$ cat config.mk
export PLATFORM = sky130hd
export DESIGN_NAME = dma_job_scheduler
export DESIGN_NICKNAME = d
export VERILOG_FILES = /design/src/rtl/dma_job_scheduler.sv
export SDC_FILE = /design/constraint.sdc
export NUM_CORES = 1
export LEC_CHECK = 0
export CAP_MARGIN = 15
export CELL_PAD_IN_SITES_DETAIL_PLACEMENT = 0
export CELL_PAD_IN_SITES_GLOBAL_PLACEMENT = 2
export CORE_ASPECT_RATIO = 0.9
export CORE_MARGIN = 8
export CORE_UTILIZATION = 29
export DETAILED_ROUTE_END_ITERATION = 7
export GPL_TIMING_DRIVEN = 0
export PLACE_DENSITY_LB_ADDON = 0.08
export SYNTH_ARGS = -nofsm -noshare
export SYNTH_HDL_FRONTEND = slang
export SYNTH_SLANG_ARGS = --single-unit
$ cat constraint.sdc
create_clock -name clk_i -period 2.9 [get_ports clk_i]
set_input_delay 0.29 -clock clk_i [delete_from_list [all_inputs] [get_ports clk_i]]
set_output_delay 0.29 -clock clk_i [all_outputs]
set_load 0.01 [all_outputs]
$ cat src/rtl/dma_job_scheduler.sv
// Round-robin scheduler sharing one DMA engine between NumReq requesters, each with a one-entry job slot.
// Optional WAIT watchdog with DMA abort enabled by defining DMA_SCHED_TIMEOUT_EN.
module dma_job_scheduler #(
  parameter int unsigned NumReq        = 3,
  parameter int unsigned AddrW         = 32,
  parameter int unsigned LenW          = 16,
  parameter int unsigned TimeoutCycles = 65535,
  localparam int unsigned IdxW = (NumReq > 2) ? $clog2(NumReq) : 1
) (
  input  logic                    clk_i,
  input  logic                    rst_ni,
  input  logic [NumReq-1:0]       req_valid_i,
  output logic [NumReq-1:0]       req_ready_o,
  input  logic [NumReq*AddrW-1:0] req_src_i,
  input  logic [NumReq*AddrW-1:0] req_dst_i,
  input  logic [NumReq*LenW-1:0]  req_len_i,
  output logic [NumReq-1:0]       done_valid_o,
  output logic [NumReq-1:0]       done_err_o,
  output logic                    dma_valid_o,
  input  logic                    dma_ready_i,
  output logic [AddrW-1:0]        dma_src_o,
  output logic [AddrW-1:0]        dma_dst_o,
  output logic [LenW-1:0]         dma_len_o,
  input  logic                    dma_done_i,
  input  logic                    dma_err_i,
  output logic                    dma_abort_o,
  output logic                    busy_o,
  output logic [IdxW-1:0]         owner_o
);

  typedef enum logic [1:0] {
    ST_IDLE,
    ST_ISSUE,
    ST_WAIT,
    ST_DONE
  } state_e;

  state_e state_q, state_d;

  logic [NumReq-1:0] empty_q;
  logic [AddrW-1:0]  src_q [NumReq];
  logic [AddrW-1:0]  dst_q [NumReq];
  logic [LenW-1:0]   len_q [NumReq];

  logic [IdxW-1:0]   ptr_q;
  logic [IdxW-1:0]   owner_q;
  logic [AddrW-1:0]  cmd_src_q;
  logic [AddrW-1:0]  cmd_dst_q;
  logic [LenW-1:0]   cmd_len_q;
  logic              err_q, err_d;

  logic              any_full;
  logic [IdxW-1:0]   gidx;
  logic              grant;
  logic              timeout_hit;

  // First full slot at or after the RR pointer, wrapping modulo NumReq.
  always_comb begin
    int unsigned cand;
    any_full = 1'b0;
    gidx     = '0;
    cand     = 0;
    for (int unsigned k = 0; k < NumReq; k++) begin
      cand = 32'(ptr_q) + k;
      if (cand >= NumReq) cand = cand - NumReq;
      if (!any_full && !empty_q[cand]) begin
        any_full = 1'b1;
        gidx     = IdxW'(cand);
      end
    end
  end

`ifdef DMA_SCHED_TIMEOUT_EN
  localparam int unsigned CntW = $clog2(TimeoutCycles + 1);
  logic [CntW-1:0] wait_cnt_q;

  // Counter sits at zero outside WAIT, so the first WAIT cycle sees 0.
  always_ff @(posedge clk_i) begin
    if (!rst_ni) begin
      wait_cnt_q <= '0;
    end else if (state_q != ST_WAIT) begin
      wait_cnt_q <= '0;
    end else begin
      wait_cnt_q <= wait_cnt_q + 1'b1;
    end
  end

  assign timeout_hit = (state_q == ST_WAIT) && (wait_cnt_q == CntW'(TimeoutCycles - 1));
`else
  assign timeout_hit = 1'b0;
`endif

  always_comb begin
    state_d      = state_q;
    err_d        = err_q;
    grant        = 1'b0;
    dma_valid_o  = 1'b0;
    dma_abort_o  = 1'b0;
    done_valid_o = '0;
    done_err_o   = '0;
    unique case (state_q)
      ST_IDLE: begin
        if (any_full) begin
          grant = 1'b1;
          if (len_q[gidx] != '0) begin
            state_d = ST_ISSUE;
            err_d   = 1'b0;
          end else begin
            state_d = ST_DONE;
            err_d   = 1'b1;
          end
        end
      end
      ST_ISSUE: begin
        dma_valid_o = 1'b1;
        if (dma_ready_i) state_d = ST_WAIT;
      end
      ST_WAIT: begin
        // A completion in the timeout cycle takes priority over the abort.
        if (dma_done_i) begin
          state_d = ST_DONE;
          err_d   = dma_err_i;
        end else if (timeout_hit) begin
          dma_abort_o = 1'b1;
          state_d     = ST_DONE;
          err_d       = 1'b1;
        end
      end
      ST_DONE: begin
        done_valid_o[owner_q] = 1'b1;
        done_err_o[owner_q]   = err_q;
        state_d               = ST_IDLE;
      end
      default: state_d = ST_IDLE;
    endcase
  end

  always_ff @(posedge clk_i) begin
    if (!rst_ni) begin
      state_q   <= ST_IDLE;
      err_q     <= 1'b0;
      empty_q   <= '1;
      ptr_q     <= '0;
      owner_q   <= '0;
      cmd_src_q <= '0;
      cmd_dst_q <= '0;
      cmd_len_q <= '0;
    end else begin
      state_q <= state_d;
      err_q   <= err_d;
      for (int unsigned i = 0; i < NumReq; i++) begin
        if (grant && (gidx == IdxW'(i))) begin
          empty_q[i] <= 1'b1;
        end else if (req_valid_i[i] && empty_q[i]) begin
          empty_q[i] <= 1'b0;
        end
      end
      if (grant) begin
        owner_q   <= gidx;
        cmd_src_q <= src_q[gidx];
        cmd_dst_q <= dst_q[gidx];
        cmd_len_q <= len_q[gidx];
      end
      if (state_q == ST_DONE) begin
        ptr_q <= (owner_q == IdxW'(NumReq - 1)) ? '0 : owner_q + 1'b1;
      end
    end
  end

  // Slot payload needs no reset: it is only read while the slot is full.
  always_ff @(posedge clk_i) begin
    for (int unsigned i = 0; i < NumReq; i++) begin
      if (req_valid_i[i] && empty_q[i]) begin
        src_q[i] <= req_src_i[i*AddrW +: AddrW];
        dst_q[i] <= req_dst_i[i*AddrW +: AddrW];
        len_q[i] <= req_len_i[i*LenW +: LenW];
      end
    end
  end

  assign req_ready_o = empty_q;
  assign dma_src_o   = cmd_src_q;
  assign dma_dst_o   = cmd_dst_q;
  assign dma_len_o   = cmd_len_q;
  assign busy_o      = (state_q != ST_IDLE);
  assign owner_o     = owner_q;

endmodule

==> out/metrics.cfg <==
[setup_path]
worst-path-stages = 12
path_cells = inv_2, ha_2, buf_6, and4bb_2, o31ai_4, o31a_1, nand2_4, buf_4, mux2i_1, o211a_1, and4_1, a31o_1
r2r-start = ptr_q[1]
slowest_delay_ns = 0.33
crit_path_start_kind = flip-flop
crit_arrival_ns = 3.21
critical_path.top_delay_family = compound AO/OA/AOI/OAI gates
worstPathRequired_ns = 3.33
cp-end-kind = flip-flop
path_max_fanout = 8
startpoint = ptr_q[1]
cp_num_buf_inv = 3
cp_slowest_cell = dfxtp_2
criticalPathCategory = flip-flop to flip-flop
ff2ff_path_depth = 12

[die]
die_x_microns = 234.9
dieArea_sq_mm = 0.05003
ios = 342
core_area_sq_mm = 0.04279
row_count = 72
start_util_pct = 29.23
fp.dieH_microns = 213.0

[synthesis]
syn-num-nets = 1160
synth_common_cells = edfxtp_1 (240), nor2_1 (138), dfxtp_1 (90)
yosys_warnings = 0
synth.cell_area_sq_mm = 0.01251
syn_area_per_cell_sq_um = 13.85
async_reset_ff_share_pct = 0
ys.flop_type = edfxtp_1
yosysMostFrequentCell = edfxtp_1
ys_ff_latch = 330
yosys.area.top_type_share_pct = 57.63
ys_types = 52
netlist_instances = 903
synth.largest_area_cell = edfxtp_1
synthTopCellsByArea = edfxtp_1 (58%), dfxtp_1 (14%), mux2i_1 (5.2%), nor2_1 (4.1%), a211oi_1 (3.4%)
synth_edf_count = 240
yosysSeqAreaShare_pct = 72.04

[global_routing]
grt_antenna_before_repair = 15
grt_pass1_wl_mm = 60.63
grt_max_degree = 49
overflow = 0
grt_util_met3_pct = 6.090
grt_pass1_vias = 9238
grt-busiest-layer = met2
gr-usage-met2_pct = 26.89
use_met1_pct = 19.43
grt_usage_pct = 16.26

[pwr]
p_seq_share_pct = 39.3
powerDensity_mw_per_mm2 = 857.2
p_total_mw = 15.73
pwr-share-comb_pct = 30.6
switching_share_pct = 30.61
p_sw_mw = 4.816
p_int_mw = 10.92
peakVddDrop_v = 0.0003574
power.leakage_nw = 6.795
power_frac_clock_pct = 30.1

[routing]
routedWlPerCell_microns = 22.28
ant_nets = 0
vias = 8568
drt_iter0_drc = 378
drc = 0
drt-total-wl_mm = 41.96
via_per_inst = 4.550
dr.pass1.iters = 4

[sta]
fin_skew_ns = 0.02717
rsz0062_at_grt = no
drv_slew = 0
hold_slack_ns = 0.1447
period_needed_ns = 2.775
post-route-period-util_pct = 95.70
timing.fmax_ghz = 0.3603
layout_setup_ws_ns = 0.1246
finalHoldViolations = 0
setup_violations = 0
tightest_slew_ns = 0.8315
timing.slew.headroom_pct = 44.56

[placement]
placed_area_sq_mm = 0.01669
port_buffers = 339
dpl.hpwl_mm = 29.86
place_congestion = 0.7558
pre_cts_slack_ns = -0.3937

[clock_tree]
htreeDepth = 2
tritoncts = done
worstSkewPairLatency_ns = 0.56
root_buffer = clkbuf_16
cts_buffer_depth = 3
clkSlewWorstSetupHoldPaths_ns = 0.06
cts_sinks = 330
numCtsBuffers = 38

[layout]
drive_gt1_share_pct = 12.18
area_growth_pct = 46.77
fin_util_pct = 42.89
layout.nets = 1549
final_area_sq_mm = 0.01836

[worst_hold_path]
hold_path.class = primary input to flip-flop
hold_depth = 2
hp-start = rst_ni

[flow_run]
cap_violations = 0

[run_status]
outcome = completed

[cells in the final DEF, fill, tap and decap left out, types with 21 or more instances in the layout]
| cell type | instances |
|---|---|
| a21oi_1 | 75 |
| edfxtp_1 | 240 |
| nand2_1 | 30 |
| clkbuf_16 | 40 |
| clkdlybuf4s50_1 | 339 |
| nor2_1 | 137 |
| dfxtp_1 | 88 |
| clkbuf_1 | 22 |
| mux2i_1 | 61 |
| a211oi_1 | 53 |
| buf_4 | 21 |
[kinds of logic after synthesis]
| group | share of synthesized area (%) |
|---|---|
| other | 0.02999 |
| DFF | 72.04 |
| and+or+nand+nor | 7.614 |
| muxes | 5.383 |
| adders and majority gates | 0.9005 |
| buffers and inverters | 3.202 |
| AOI/OAI and AO/OA | 10.84 |
[repair_timing]
item | 4_1_cts | 5_1_grt
hold buffers | 0 | 0
resized for setup | 34 | 81
setup buffers | 1 | 5
setup endpoints to repair | 66 | 84
pin swaps | 2 | 6
[through the flow]
step           TNS [ns]  cells
2_1_floorplan         0    903
5_1_grt               0   1880
6_report              0   1883
4_1_cts        -0.03483   1872
3_3_place_gp    -483.97   1797
3_5_place_dp     -6.246   1801
[final timing paths]
path,slack (ns),endpoint
setup / recovery,0.12,err_q
setup reg to reg,0.12,err_q
hold reg to reg,0.46,dma_len_o[13]
hold / removal,0.14,req_ready_o[2]
[flip-flops by register name, indices dropped and copies added (netlist names)]
register / flops
err_q: 1
owner_o: 2
dst_q: 96
dma_dst_o: 32
state_q: 2
ptr_q: 2
dma_len_o: 16
req_ready_o: 3
len_q: 48
dma_src_o: 32
src_q: 96
[power by group through the flow]
stage | sequential [mW] | clock [mW] | combinational, mW
finish | 6.19 | 4.74 | 4.81
global placement | 6.31 | 0 | 4.56
CTS | 6.19 | 4.89 | 4.71
detailed placement | 6.27 | 0 | 4.60
global route | 6.27 | 5.06 | 5.26
floorplan | 6.43 | 0 | 2.09
[per-layer routing]
layer,vias to the layer above,wire [microns],part of all wire [%]
li1,4150,-,-
met1,4120,17720,42
met2,214,20240,48
met3,66,2993,7.1
met4,18,894,2.1
met5,-,119,0.28
[layout make-up]
cell class	count	area [sq um]
Sequential cell	330	9011
Fill cell	4009	24440
Inverter	12	47.55
Tap cell	555	694.4
Clock buffer	62	1184
Clock inverter	8	60.06
Antenna cell	6	15.01
Buffer	60	509.2
Multi-Input combinational cell	501	3306
Timing Repair Buffer	349	3528
Note: power is estimated with default switching activity, not from simulation.
==> patch 1, RTL diff (config.mk and constraints unchanged) <==
Change the parameter `AddrW` from 32 to 16.
--- a/src/rtl/dma_job_scheduler.sv
+++ b/src/rtl/dma_job_scheduler.sv
@@ -2,7 +2,7 @@
 // Optional WAIT watchdog with DMA abort enabled by defining DMA_SCHED_TIMEOUT_EN.
 module dma_job_scheduler #(
   parameter int unsigned NumReq        = 3,
-  parameter int unsigned AddrW         = 32,
+  parameter int unsigned AddrW         = 16,
   parameter int unsigned LenW          = 16,
   parameter int unsigned TimeoutCycles = 65535,
   localparam int unsigned IdxW = (NumReq > 2) ? $clog2(NumReq) : 1
Interface: changed (resized dma_dst_o, dma_src_o, req_dst_i and req_src_i); port bits go from 342 to 214. The function was not compared with the original's and may differ.
==> patch 1 against the unedited design <==
Total power is 36% lower; sequential cell count fell by 128; clock skew down 0.020 ns; routed wire length down 40%; setup slack improved by 0.019 ns; synthesized area fell by 36%; final area shrank 37%.
==> patch 1: results (changes against the unedited design) <==
fillcell total = 2537 (-37%)
I/O Buffers = 212 (-37%)
sequential fraction of the synthesis area = 0.687 (-0.0339)
hpwl dp = 17900 µm (-40%)
hold path endpoint = dst_q[2][2]$_DFFE_PP_
EDFF count, synth = 144 (-40%)
sequential share of power = 0.382 (-0.011)
first-pass GRT wire length = 38300 µm (-37%)
CP Max Fanout = 10 (+2)
WHS Path Cells = 1 (-1)
final WL = 25400 µm (-40%)
Compound-Gate Fraction of Synth Area = 0.130 (+0.0219)
status = finished clean
clk_skew = 0.00691 ns (-0.0203 ns)
LEAKAGE = 4.20 nW (-38%)
Psw = 3.09 mW (-36%)
CTS buffer count = 25 (-34%)
VDD IR-drop max = 0.000327 V (-8.4%)
worst min-delay path startpoint = req_dst_i[34]
Post-Synth Adder-Cell Area = 0.0125 (+0.00352)
top post-synthesis cells by count = edfxtp_1, nand2_1, dfxtp_1
Final Hold Slack = 0.326 ns (+0.181 ns)
Total Nets Final = 1047 (-32%)
reg-to-reg endpoint = state_q[1]$_SDFFE_PN0P_
setup slack, reg-to-reg = 0.14 ns (+0.02 ns)
post-place instance area = 10600 µm² (-37%)
seq pwr = 3.85 mW (-38%)
Iter 0 DRT Violations = 254 (-33%)
worst skew pair latency = 0.51 ns (-0.05 ns)
Distinct cells, synth = 51 (-1.9%)
Least-Margin Pin Slew = 0.827 ns (-0.00496 ns)
GPL Wtd Cong = 0.743 (-1.7%)
H-tree levels = 1 (-1)
clock share of power = 0.325 (+0.024)
FF-to-FF path depth = 13 (+1)
Synth area leaders = edfxtp_1, dfxtp_1, nand2_1
Mapped Nets = 801 (-31%)
mux share of post-synthesis cell area = 0.00658 (-0.0473)
layout cells sized above 1 = 0.117 (-0.00479)
overall routing resource usage = 0.150 (-0.0127)
via count = 5736 (-33%)
-- patch 1: logic make-up (layout without fill, tap and decap cells) --
kind of cell / Yosys count / count (layout)
buffers and inverters: 56 / 321
multiplexers: 4 / 4
flip-flops: 202 / 202
adder cells (fa/ha/maj): 8 / 8
AO/OA/AOI/OAI: 135 / 135
other: 1 / 2
AND/OR/NAND/NOR: 235 / 235
-- patch 1: routing by layer --
layer,share of wire,global-route usage,vias to the layer above
li1,-,-,2835
met1,0.44,0.192,2712
met2,0.48,0.249,157
met3,0.067,0.0404,30
met4,0.017,0.0317,2
met5,0.00051,0,-
-- patch 1: area by class of cell --
class	instances	area share
Antenna cell	1	0.000215
Buffer	38	0.0187
Clock buffer	33	0.0607
Clock inverter	13	0.0152
Inverter	16	0.00515
Multi-Input combinational cell	383	0.203
Sequential cell	202	0.471
Tap cell	354	0.0380
Timing Repair Buffer	221	0.188
-- patch 1: how the worst max path moves through the flow --
stage / from / end / slack (ns) / depth (start not counted)
after global routing: ptr_q[0]$_SDFFE_PN0P_ / state_q[1]$_SDFFE_PN0P_ / 0.02 / 12
after floorplan: ptr_q[0]$_SDFFE_PN0P_ / state_q[1]$_SDFFE_PN0P_ / 0.48 / 11
after CTS: ptr_q[0]$_SDFFE_PN0P_ / state_q[1]$_SDFFE_PN0P_ / -0.06 / 12
after global placement: req_valid_i[0] / src_q[0][2]$_DFFE_PP_ / -0.48 / 2
after detailed placement: ptr_q[0]$_SDFFE_PN0P_ / state_q[1]$_SDFFE_PN0P_ / -0.39 / 10
final: ptr_q[0]$_SDFFE_PN0P_ / state_q[1]$_SDFFE_PN0P_ / 0.14 / 13
-- patch 1: what timing repair did --
action                                  4_1_cts  5_1_grt
pin swaps                                     1        4
resized for setup                            19       20
endpoints found under the setup margin       49       38
setup buffers                                 4        5
==> patch 2, RTL diff (config.mk and constraints unchanged) <==
Without the edit above. Encoding of `state_e`: now one-hot (4 bits for 4 states).
--- a/src/rtl/dma_job_scheduler.sv
+++ b/src/rtl/dma_job_scheduler.sv
@@ -28,11 +28,11 @@
   output logic [IdxW-1:0]         owner_o
 );
 
-  typedef enum logic [1:0] {
-    ST_IDLE,
-    ST_ISSUE,
-    ST_WAIT,
-    ST_DONE
+  typedef enum logic [3:0] {
+    ST_IDLE  = 4'b0001,
+    ST_ISSUE = 4'b0010,
+    ST_WAIT  = 4'b0100,
+    ST_DONE  = 4'b1000
   } state_e;
 
   state_e state_q, state_d;
Formal check against the unedited RTL: same outputs for any inputs over 4 cycles, from zero or initial values and one cycle with rst_ni low; so few cycles prove little.
==> patch 2 against the unedited design <==
Setup slack improved by 0.0063 ns; first-iteration DRC count increased by 80%; sequential cell count increased by 2; cell count decreased by 7.4%; worst hold slack got worse by 0.064 ns; global-route usage increased by 0.76 points; core utilization increased by 0.25 points; routed wire length decreased by 1.0%; total power decreased by 7.9%; highest routed layer unchanged; final area decreased by 5.3%; count of clock-buffer cells in the layout decreased by 4; synthesized area decreased by 6.1%.
==> patch 2: results (changes against the unedited design) <==
Least-Margin Pin Slew = 0.925 ns (+0.0930 ns)
Synth area leaders = edfxtp_1, dfxtp_1, a222oi_1
Synth Instances = 781 (-14%)
overall routing resource usage = 0.170 (+0.00757)
sequential fraction of the synthesis area = 0.770 (+0.0501)
top post-synthesis cells by count = edfxtp_1, dfxtp_1, nor2_1
WL met1 = 16700 µm (-5.9%)
initial antenna violation count = 13 (-2)
Final Hold Slack = 0.0804 ns (-0.0643 ns)
# Post-CTS Setup Buffers = 2 (+1)
layout buffer count excluding clock buffers = 410 (+0.24%)
Clock buf/inv share = 0.0685 (+0.000761)
post-place instance area = 15900 µm² (-4.7%)
number of global-route vias before repair = 8717 (-5.6%)
fraction of area in registers = 0.521 (+0.0297)
Distinct cells, synth = 44 (-15%)
reg-to-reg endpoint = state_q[1]$_SDFFE_PN0P_
worst skew pair latency = 0.54 ns (-0.02 ns)
Total Nets Final = 1422 (-8.2%)
CP Max Fanout = 10 (+2)
Logic inverters = 9 (-3)
hpwl dp = 29100 µm (-2.5%)
max incr delay on CP = 0.45 ns (+0.12 ns)
number of detailed-route iterations in the first pass = 8 (+4)
via count = 8358 (-2.5%)
status = finished clean
patch 2: cell count changes after synthesis, moves of 8 or more:
cell / delta
a222oi_1: +64
mux2i_1: -64
a21oi_1: -53
nor2_1: -47
clkbuf_1: +21
buf_2: -16
a221o_1: -12
a211oi_1: +11
nand2_1: +9
a31oi_1: +8
nand3_1: +8
patch 2: cell families after synthesis:
group,synth area share
flip-flops,0.770
multiplexers,0.000852
buffers and inverters,0.0270
AND/OR/NAND/NOR,0.0630
AO/OA/AOI/OAI,0.136
other,0.000319
adder cells (fa/ha/maj),0.00213
patch 2: where the power goes:
group	switching (mW)	total (mW)	internal (mW)
registers	0.323	6.16	5.84
clock network	1.89	4.65	2.76
logic	1.98	3.67	1.69
total	4.20	14.5	10.3
patch 2: routing by layer:
layer | global-route usage | vias up
met2 | 0.285 | 285
li1 | - | 3900
met4 | 0.0534 | 20
met1 | 0.201 | 4080
met5 | 0 | -
met3 | 0.0665 | 73
